<file path="config.mk">
export PLATFORM = sky130hd
export DESIGN_NAME = dsp48a1
export DESIGN_NICKNAME = d
export VERILOG_FILES = /design/src/rtl/dsp_pkg.sv /design/src/rtl/dsp_pipe_stage.sv /design/src/rtl/dsp48a1.sv
export SDC_FILE = /design/constraint.sdc
export NUM_CORES = 2
export LEC_CHECK = 0
export CAP_MARGIN = 20
export CORE_UTILIZATION = 35
export CTS_BUF_LIST = sky130_fd_sc_hd__clkbuf_4 sky130_fd_sc_hd__clkbuf_8
export CTS_CLUSTER_SIZE = 16
export DETAILED_ROUTE_END_ITERATION = 10
export GPL_TIMING_DRIVEN = 0
export PLACE_DENSITY = 0.56
export SYNTH_ARGS = -nofsm -noshare
export SYNTH_HDL_FRONTEND = slang
export SYNTH_SLANG_ARGS = --single-unit
</file>
<file path="constraint.sdc">
create_clock -name clk -period 7.8 [get_ports clk]
set_input_delay 1.95 -clock clk [delete_from_list [all_inputs] [get_ports clk]]
set_output_delay 1.95 -clock clk [all_outputs]
set_load 0.02 [all_outputs]
</file>
<file path="src/rtl/dsp_pkg.sv">
// dsp_pkg: shared widths, OPMODE bit positions and X/Z mux encodings for dsp48a1
package dsp_pkg;
  localparam int W_IN  = 18;
  localparam int W_MUL = 36;
  localparam int W_ACC = 48;
  localparam int OP_PRE_EN   = 4;
  localparam int OP_CIN      = 5;
  localparam int OP_PRE_SUB  = 6;
  localparam int OP_POST_SUB = 7;
  localparam logic [1:0] X_ZERO = 2'd0;
  localparam logic [1:0] X_M    = 2'd1;
  localparam logic [1:0] X_P    = 2'd2;
  localparam logic [1:0] X_DAB  = 2'd3;
  localparam logic [1:0] Z_ZERO = 2'd0;
  localparam logic [1:0] Z_PCIN = 2'd1;
  localparam logic [1:0] Z_P    = 2'd2;
  localparam logic [1:0] Z_C    = 2'd3;
endpackage

</file>
<file path="src/rtl/dsp_pipe_stage.sv">
// dsp_pipe_stage: optional async-reset pipeline register with enable, or a plain wire when EN=0
module dsp_pipe_stage #(
  parameter int WIDTH = 1,
  parameter int EN    = 1
) (
  input  logic             clk,
  input  logic             rst,
  input  logic             ce,
  input  logic [WIDTH-1:0] d,
  output logic [WIDTH-1:0] q
);
  generate
    if (EN != 0) begin : g_reg
      logic [WIDTH-1:0] r_q;
      // reset overrides enable; enable low holds the stored value
      always_ff @(posedge clk or posedge rst)
        if (rst) r_q <= '0;
        else if (ce) r_q <= d;
      assign q = r_q;
    end else begin : g_wire
      logic unused;
      assign unused = ^{clk, rst, ce};
      assign q = d;
    end
  endgenerate
endmodule

</file>
<file path="src/rtl/dsp48a1.sv">
// dsp48a1: pre-adder, 18x18 unsigned multiplier and 48-bit post-adder slice; DSP_PARAM_CHECK_EN enables parameter checks
module dsp48a1
  import dsp_pkg::*;
#(
  parameter int    A0REG       = 0,
  parameter int    A1REG       = 1,
  parameter int    B0REG       = 0,
  parameter int    B1REG       = 1,
  parameter int    CREG        = 1,
  parameter int    DREG        = 1,
  parameter int    MREG        = 1,
  parameter int    PREG        = 1,
  parameter int    CARRYINREG  = 1,
  parameter int    CARRYOUTREG = 1,
  parameter int    OPMODEREG   = 1,
  parameter string CARRYINSEL  = "OPMODE5",
  parameter string B_INPUT     = "DIRECT"
) (
  input  logic              clk,
  input  logic              RSTA,
  input  logic              RSTB,
  input  logic              RSTC,
  input  logic              RSTD,
  input  logic              RSTM,
  input  logic              RSTP,
  input  logic              RSTCARRYIN,
  input  logic              RSTOPMODE,
  input  logic              CEA,
  input  logic              CEB,
  input  logic              CEC,
  input  logic              CED,
  input  logic              CEM,
  input  logic              CEP,
  input  logic              CECARRYIN,
  input  logic              CEOPMODE,
  input  logic [W_IN-1:0]   A,
  input  logic [W_IN-1:0]   B,
  input  logic [W_IN-1:0]   BCIN,
  input  logic [W_IN-1:0]   D,
  input  logic [W_ACC-1:0]  C,
  input  logic [W_ACC-1:0]  PCIN,
  input  logic              CARRYIN,
  input  logic [7:0]        OPMODE,
  output logic [W_IN-1:0]   BCOUT,
  output logic [W_MUL-1:0]  M,
  output logic [W_ACC-1:0]  P,
  output logic [W_ACC-1:0]  PCOUT,
  output logic              CARRYOUT,
  output logic              CARRYOUTF
);
  localparam logic [1:0] CY_SRC = (CARRYINSEL == "OPMODE5") ? 2'd1 : (CARRYINSEL == "CARRYIN") ? 2'd2 : 2'd0;
  localparam logic [1:0] B_SRC  = (B_INPUT == "DIRECT") ? 2'd1 : (B_INPUT == "CASCADE") ? 2'd2 : 2'd0;

`ifdef DSP_PARAM_CHECK_EN
  // flag illegal parameterisations once at elaboration/time zero
  initial begin
    if (!(A0REG inside {0, 1}) || !(A1REG inside {0, 1}) || !(B0REG inside {0, 1}) ||
        !(B1REG inside {0, 1}) || !(CREG inside {0, 1}) || !(DREG inside {0, 1}) ||
        !(MREG inside {0, 1}) || !(PREG inside {0, 1}) || !(CARRYINREG inside {0, 1}) ||
        !(CARRYOUTREG inside {0, 1}) || !(OPMODEREG inside {0, 1}))
      $error("dsp48a1: register parameter outside 0/1");
    if (CY_SRC == 2'd0) $error("dsp48a1: illegal CARRYINSEL %s", CARRYINSEL);
    if (B_SRC == 2'd0) $error("dsp48a1: illegal B_INPUT %s", B_INPUT);
  end
`endif

  logic [7:0]       w_op;
  logic [W_IN-1:0]  w_a0, w_a1, w_bsrc, w_b0, w_b1, w_d, w_pre;
  logic [W_ACC-1:0] w_c, w_x, w_z;
  logic [W_MUL-1:0] w_mul, w_m;
  logic             w_cyi_d, w_cyi, w_co;
  logic [W_ACC:0]   w_sum;
  logic [W_ACC-1:0] w_p;

  assign w_bsrc = (B_SRC == 2'd1) ? B : (B_SRC == 2'd2) ? BCIN : '0;

  dsp_pipe_stage #(.WIDTH(8),     .EN(OPMODEREG)) u_op (.clk(clk), .rst(RSTOPMODE), .ce(CEOPMODE), .d(OPMODE), .q(w_op));
  dsp_pipe_stage #(.WIDTH(W_IN),  .EN(A0REG))     u_a0 (.clk(clk), .rst(RSTA), .ce(CEA), .d(A),      .q(w_a0));
  dsp_pipe_stage #(.WIDTH(W_IN),  .EN(A1REG))     u_a1 (.clk(clk), .rst(RSTA), .ce(CEA), .d(w_a0),   .q(w_a1));
  dsp_pipe_stage #(.WIDTH(W_IN),  .EN(B0REG))     u_b0 (.clk(clk), .rst(RSTB), .ce(CEB), .d(w_bsrc), .q(w_b0));
  dsp_pipe_stage #(.WIDTH(W_IN),  .EN(B1REG))     u_b1 (.clk(clk), .rst(RSTB), .ce(CEB), .d(w_pre),  .q(w_b1));
  dsp_pipe_stage #(.WIDTH(W_IN),  .EN(DREG))      u_d  (.clk(clk), .rst(RSTD), .ce(CED), .d(D),      .q(w_d));
  dsp_pipe_stage #(.WIDTH(W_ACC), .EN(CREG))      u_c  (.clk(clk), .rst(RSTC), .ce(CEC), .d(C),      .q(w_c));
  dsp_pipe_stage #(.WIDTH(W_MUL), .EN(MREG))      u_m  (.clk(clk), .rst(RSTM), .ce(CEM), .d(w_mul),  .q(w_m));
  dsp_pipe_stage #(.WIDTH(1),     .EN(CARRYINREG))  u_cyi (.clk(clk), .rst(RSTCARRYIN), .ce(CECARRYIN), .d(w_cyi_d),      .q(w_cyi));
  dsp_pipe_stage #(.WIDTH(1),     .EN(CARRYOUTREG)) u_cyo (.clk(clk), .rst(RSTCARRYIN), .ce(CECARRYIN), .d(w_sum[W_ACC]), .q(w_co));
  dsp_pipe_stage #(.WIDTH(W_ACC), .EN(PREG))      u_p  (.clk(clk), .rst(RSTP), .ce(CEP), .d(w_sum[W_ACC-1:0]), .q(w_p));

  // pre-adder, multiplier, carry source and X/Z operand selection, all steered by the registered OPMODE
  always_comb begin
    w_pre   = w_op[OP_PRE_EN] ? (w_op[OP_PRE_SUB] ? w_d - w_b0 : w_d + w_b0) : w_b0;
    w_mul   = W_MUL'(w_a1) * W_MUL'(w_b1);
    w_cyi_d = (CY_SRC == 2'd1) ? w_op[OP_CIN] : (CY_SRC == 2'd2) ? CARRYIN : 1'b0;
    w_x     = (w_op[1:0] == X_M) ? W_ACC'(w_m) : (w_op[1:0] == X_P) ? w_p :
              (w_op[1:0] == X_DAB) ? {w_d[11:0], w_a1, w_b1} : '0;
    w_z     = (w_op[3:2] == Z_PCIN) ? PCIN : (w_op[3:2] == Z_P) ? w_p :
              (w_op[3:2] == Z_C) ? w_c : '0;
  end

  // 49-bit post-adder; bit 48 is the carry on add and the borrow on subtract
  always_comb begin
    w_sum = w_op[OP_POST_SUB] ? {1'b0, w_z} - ({1'b0, w_x} + (W_ACC+1)'(w_cyi))
                              : {1'b0, w_z} + {1'b0, w_x} + (W_ACC+1)'(w_cyi);
  end

  assign BCOUT     = w_b1;
  assign M         = w_m;
  assign P         = w_p;
  assign PCOUT     = w_p;
  assign CARRYOUT  = w_co;
  assign CARRYOUTF = w_co;
endmodule

</file>
==> results.md <==
- DR vias: between 20,000 and 25,000
- Max-Cap Viols: 0
- Worst R2R End: u_m.q[34]
- Largest net degree at the start of global routing: 38
- Die area: a little over 80,000 um2
- Vias/cell: roughly 5.3
- Crit. End Element: flip-flop
- Met2 WL: between 40,000 and 50,000 um
- Slowest CP cell: clkbuf_1
- Final Instance Area: approximately 33,000 um2
- RR Startpoint: u_b1.q[12]
- Clock-pin slew on the worst setup and hold paths: ~120 ps
- Crit-path max FO: 10
- Routed Antenna Nets: 0
- Proportion of layout cells with a drive suffix above 1: 0.0934
- DRC Markers: 0
- Maximum clock rate: 0.133 GHz
- Drt total wl: 105,000 um
- Met3 WL: 7880 um
- DP Area: around 32,000 um2
- Fin cells: 4,555
- Final hold violations: 0
- Synth Cell Area: approximately 28,000 um2
- Synthesis Warnings: 0
- Die Span X: between 200 and 300 um
- Syn nets: between 3,000 and 4,000
- TritonCTS Buffers: 17
- Synth cell types: 89
- CORE AREA: 78,900 um2
- Internal reg-to-reg setup slack: between 200 and 300 ps
- First-pass GRT wire length: roughly 160,000 um
- Post-cts repair resize count: 7
- Cell breakdown of the critical path: clkbuf_1, clkbuf_1, nand2_1, fa_1, inv_1, fa_1, fa_1, fa_1, fa_1, inv_1, fa_1, inv_1, ha_1, and3_1, nand2_1, o31ai_1, o22a_1, a311oi_2, o21ai_0, nand4_1, a21bo_2, a31o_2
- Top cell by count, worst path: fa_1
- Highest Signal Layer: met5
- Post-synth EDFFs: 0
- Clk_lat worst skew: 610 ps
- Worst Path Required: between 8000 and 9000 ps
- Min-delay worst type: reg2reg
- Crit path time final: 7540 ps
- Syn-to-layout area delta: 17.8%
- Routed len/inst: 23.1 um
- DRT met1 WL: approximately 45,000 um
- Final GP Congestion: 0.966
- Cells after synthesis: roughly 3,200
- Min-Delay Path Depth: 2
- Final Max Tran Viols: 0
- Setup Viol. Count Final: 0
- Hold_sp: u_op.q[5]
- Vias in the first global route: 23,700
- Die H: between 200 and 300 um
- Dpl hpwl: a little under 90,000 um
- Status: complete, no violations
- Setup_tns: 0 ps
- Initial antenna violation count: 3
- Avg Inst Size Synth: approximately 9 um2
- CTS tree: done
- Postcts setup bufs: 0
- Critical path class: reg2reg
- Unrepaired setup endpoints after global routing: no
- Worst r2r path cells: 22
- Initial Utilization: 0.353
- Initial drt markers: 1,887
- GR Overflow Total: 0
- Longest Clk Path Bufs: 2
- Final Cycle Share: 0.967
- CTS root buf: clkbuf_8
- CP startpoint kind: flip-flop
- Slew at the pin closest to its max-slew limit: 1160 ps
- Number of I/O pins: 346
- Slew HR: 0.227
- Primary FF master, synth: dfrtp_1
- Worst Hold Path EP: u_cyi.q
- Largest stage delay on the critical path: 610 ps
- Ys async rst share: 1.00
- Total clock sinks: slightly below 200
- Final nets: between 4,000 and 5,000
- Fin Clk Skew: around 34 ps
- Data arrival time of the worst path: ~8000 ps
- Hold buffers post-CTS: 0
- All-layer global routing usage: 0.260
- Register area share after synthesis: 0.176
- Max H-tree Level: 4
- Drt pass-1 iters: 6
- CP delay by family, top: adder cells
- Port Buf Inserts: 320
- Row count: 103
- Placed instance count: ~4,500
- # fillers: 8,065
- Post-synthesis register bit count: 196
- Worst path buffer plus inverter count: 5
## how the worst max path moves through the flow
stage | start | to | slack [ps] | depth (start not counted)
after floorplan | u_b1.q[9] | u_m.q[33] | 1250 | 25
after global placement | u_b1.q[8] | u_m.q[30] | -320 | 24
after detailed placement | u_b1.q[8] | u_m.q[30] | -270 | 24
after CTS | u_b1.q[5] | u_m.q[32] | 9 | 23
after global routing | u_a1.q[15] | u_m.q[33] | 8 | 22
final | u_b1.q[12] | u_m.q[34] | 260 | 22
## per-layer routing
metal / up-vias / GRT usage
li1: 11100 / -
met1: 11800 / 0.342
met2: 882 / 0.424
met3: 126 / 0.0583
met4: 2 / 0.0809
met5: - / 0
## per-stage QoR
step / hold WS (ps) / utilization / worst slack (ps)
2_1_floorplan: 448 / - / 1250
3_3_place_gp: 469 / 0.410 / -321
3_5_place_dp: 480 / 0.411 / -269
4_1_cts: 500 / 0.416 / 8.79
5_1_grt: 533 / 0.416 / 8.05
6_report: 498 / 0.416 / 261
## sequential cells by signal, summed over array words and instances, names as in the netlist
register,count
u_a1.q,18
u_cyi.q,1
u_b1.q,18
u_m.q,36
u_op.q,8
u_c.q,48
u_d.q,18
u_p.q,48
u_cyo.q,1
## kinds of logic (layout without fill, tap and decap cells)
group,Yosys count,in the layout,synth area share
AOI/OAI and AO/OA,608,608,0.149
xor gates and xnor gates,138,138,0.0434
adders and majority gates,528,528,0.308
buffers and inverters,688,1028,0.0994
DFF,196,196,0.176
muxes,230,230,0.0915
other,0,3,0
and+or+nand+nor,774,774,0.133
## tightest hold or removal path: cells and delay by family (launching register included)
family | cells | cell delay (ps)
and+or+nand+nor | 1 | 50
AOI/OAI and AO/OA | 1 | 60
DFF | 1 | 370
## layout make-up
type	count	area, um2	area share
flip-flops and latches	196	4910	0.150
diodes	3	7.51	0.000229
plain buffers	199	947	0.0289
clock buffers	17	234	0.00713
well taps	1050	1310	0.0400
repair buffers	323	3250	0.0989
multi-input cells	2278	20200	0.615
clock inverters	14	189	0.00576
inverters	475	1780	0.0543
## cells in the final DEF (no fill, tap or decap), types with 145 or more instances in the layout
cell | synthesis | layout
nand2_1 | 297 | 297
ha_1 | 267 | 267
and2_1 | 145 | 145
nor2_1 | 156 | 156
clkdlybuf4s50_1 | 0 | 320
a21oi_1 | 173 | 173
dfrtp_1 | 196 | 192
inv_1 | 475 | 472
fa_1 | 261 | 261
mux2_2 | 197 | 197
## Yosys cell counts, types with 11 or more instances
library cell  count  area (um2)
fa_1            261        5230
or3_1            11        68.8
nor3_1           28         140
a21o_1           51         383
mux2i_1          33         330
dfrtp_1         196        4900
a21oi_1         173         866
and2_1          145         907
nand2_1         297        1110
o21bai_1         23         173
mux2_2          197        2220
and3_1           13        81.3
a22oi_1          14         105
nand3_1          24         120
o31ai_1          12        90.1
xnor2_1         102         893
inv_1           475        1780
nor4_1           11        68.8
nand4_1          19         119
nor2_1          156         586
nand2b_1         18         113
buf_1            16        60.1
o211ai_1         19         143
a22o_1           71         622
buf_4            49         368
a31oi_1          22         138
ha_1            267        3340
o221ai_1         11        96.3
o21ai_0          91         455
a211oi_1         20         150
xor2_1           36         315
o21a_1           18         135
nor2b_1          24         150
clkbuf_1        147         552
Power is not shown: default switching activity piles up to over one toggle a cycle in this logic, so the estimate is an artifact.
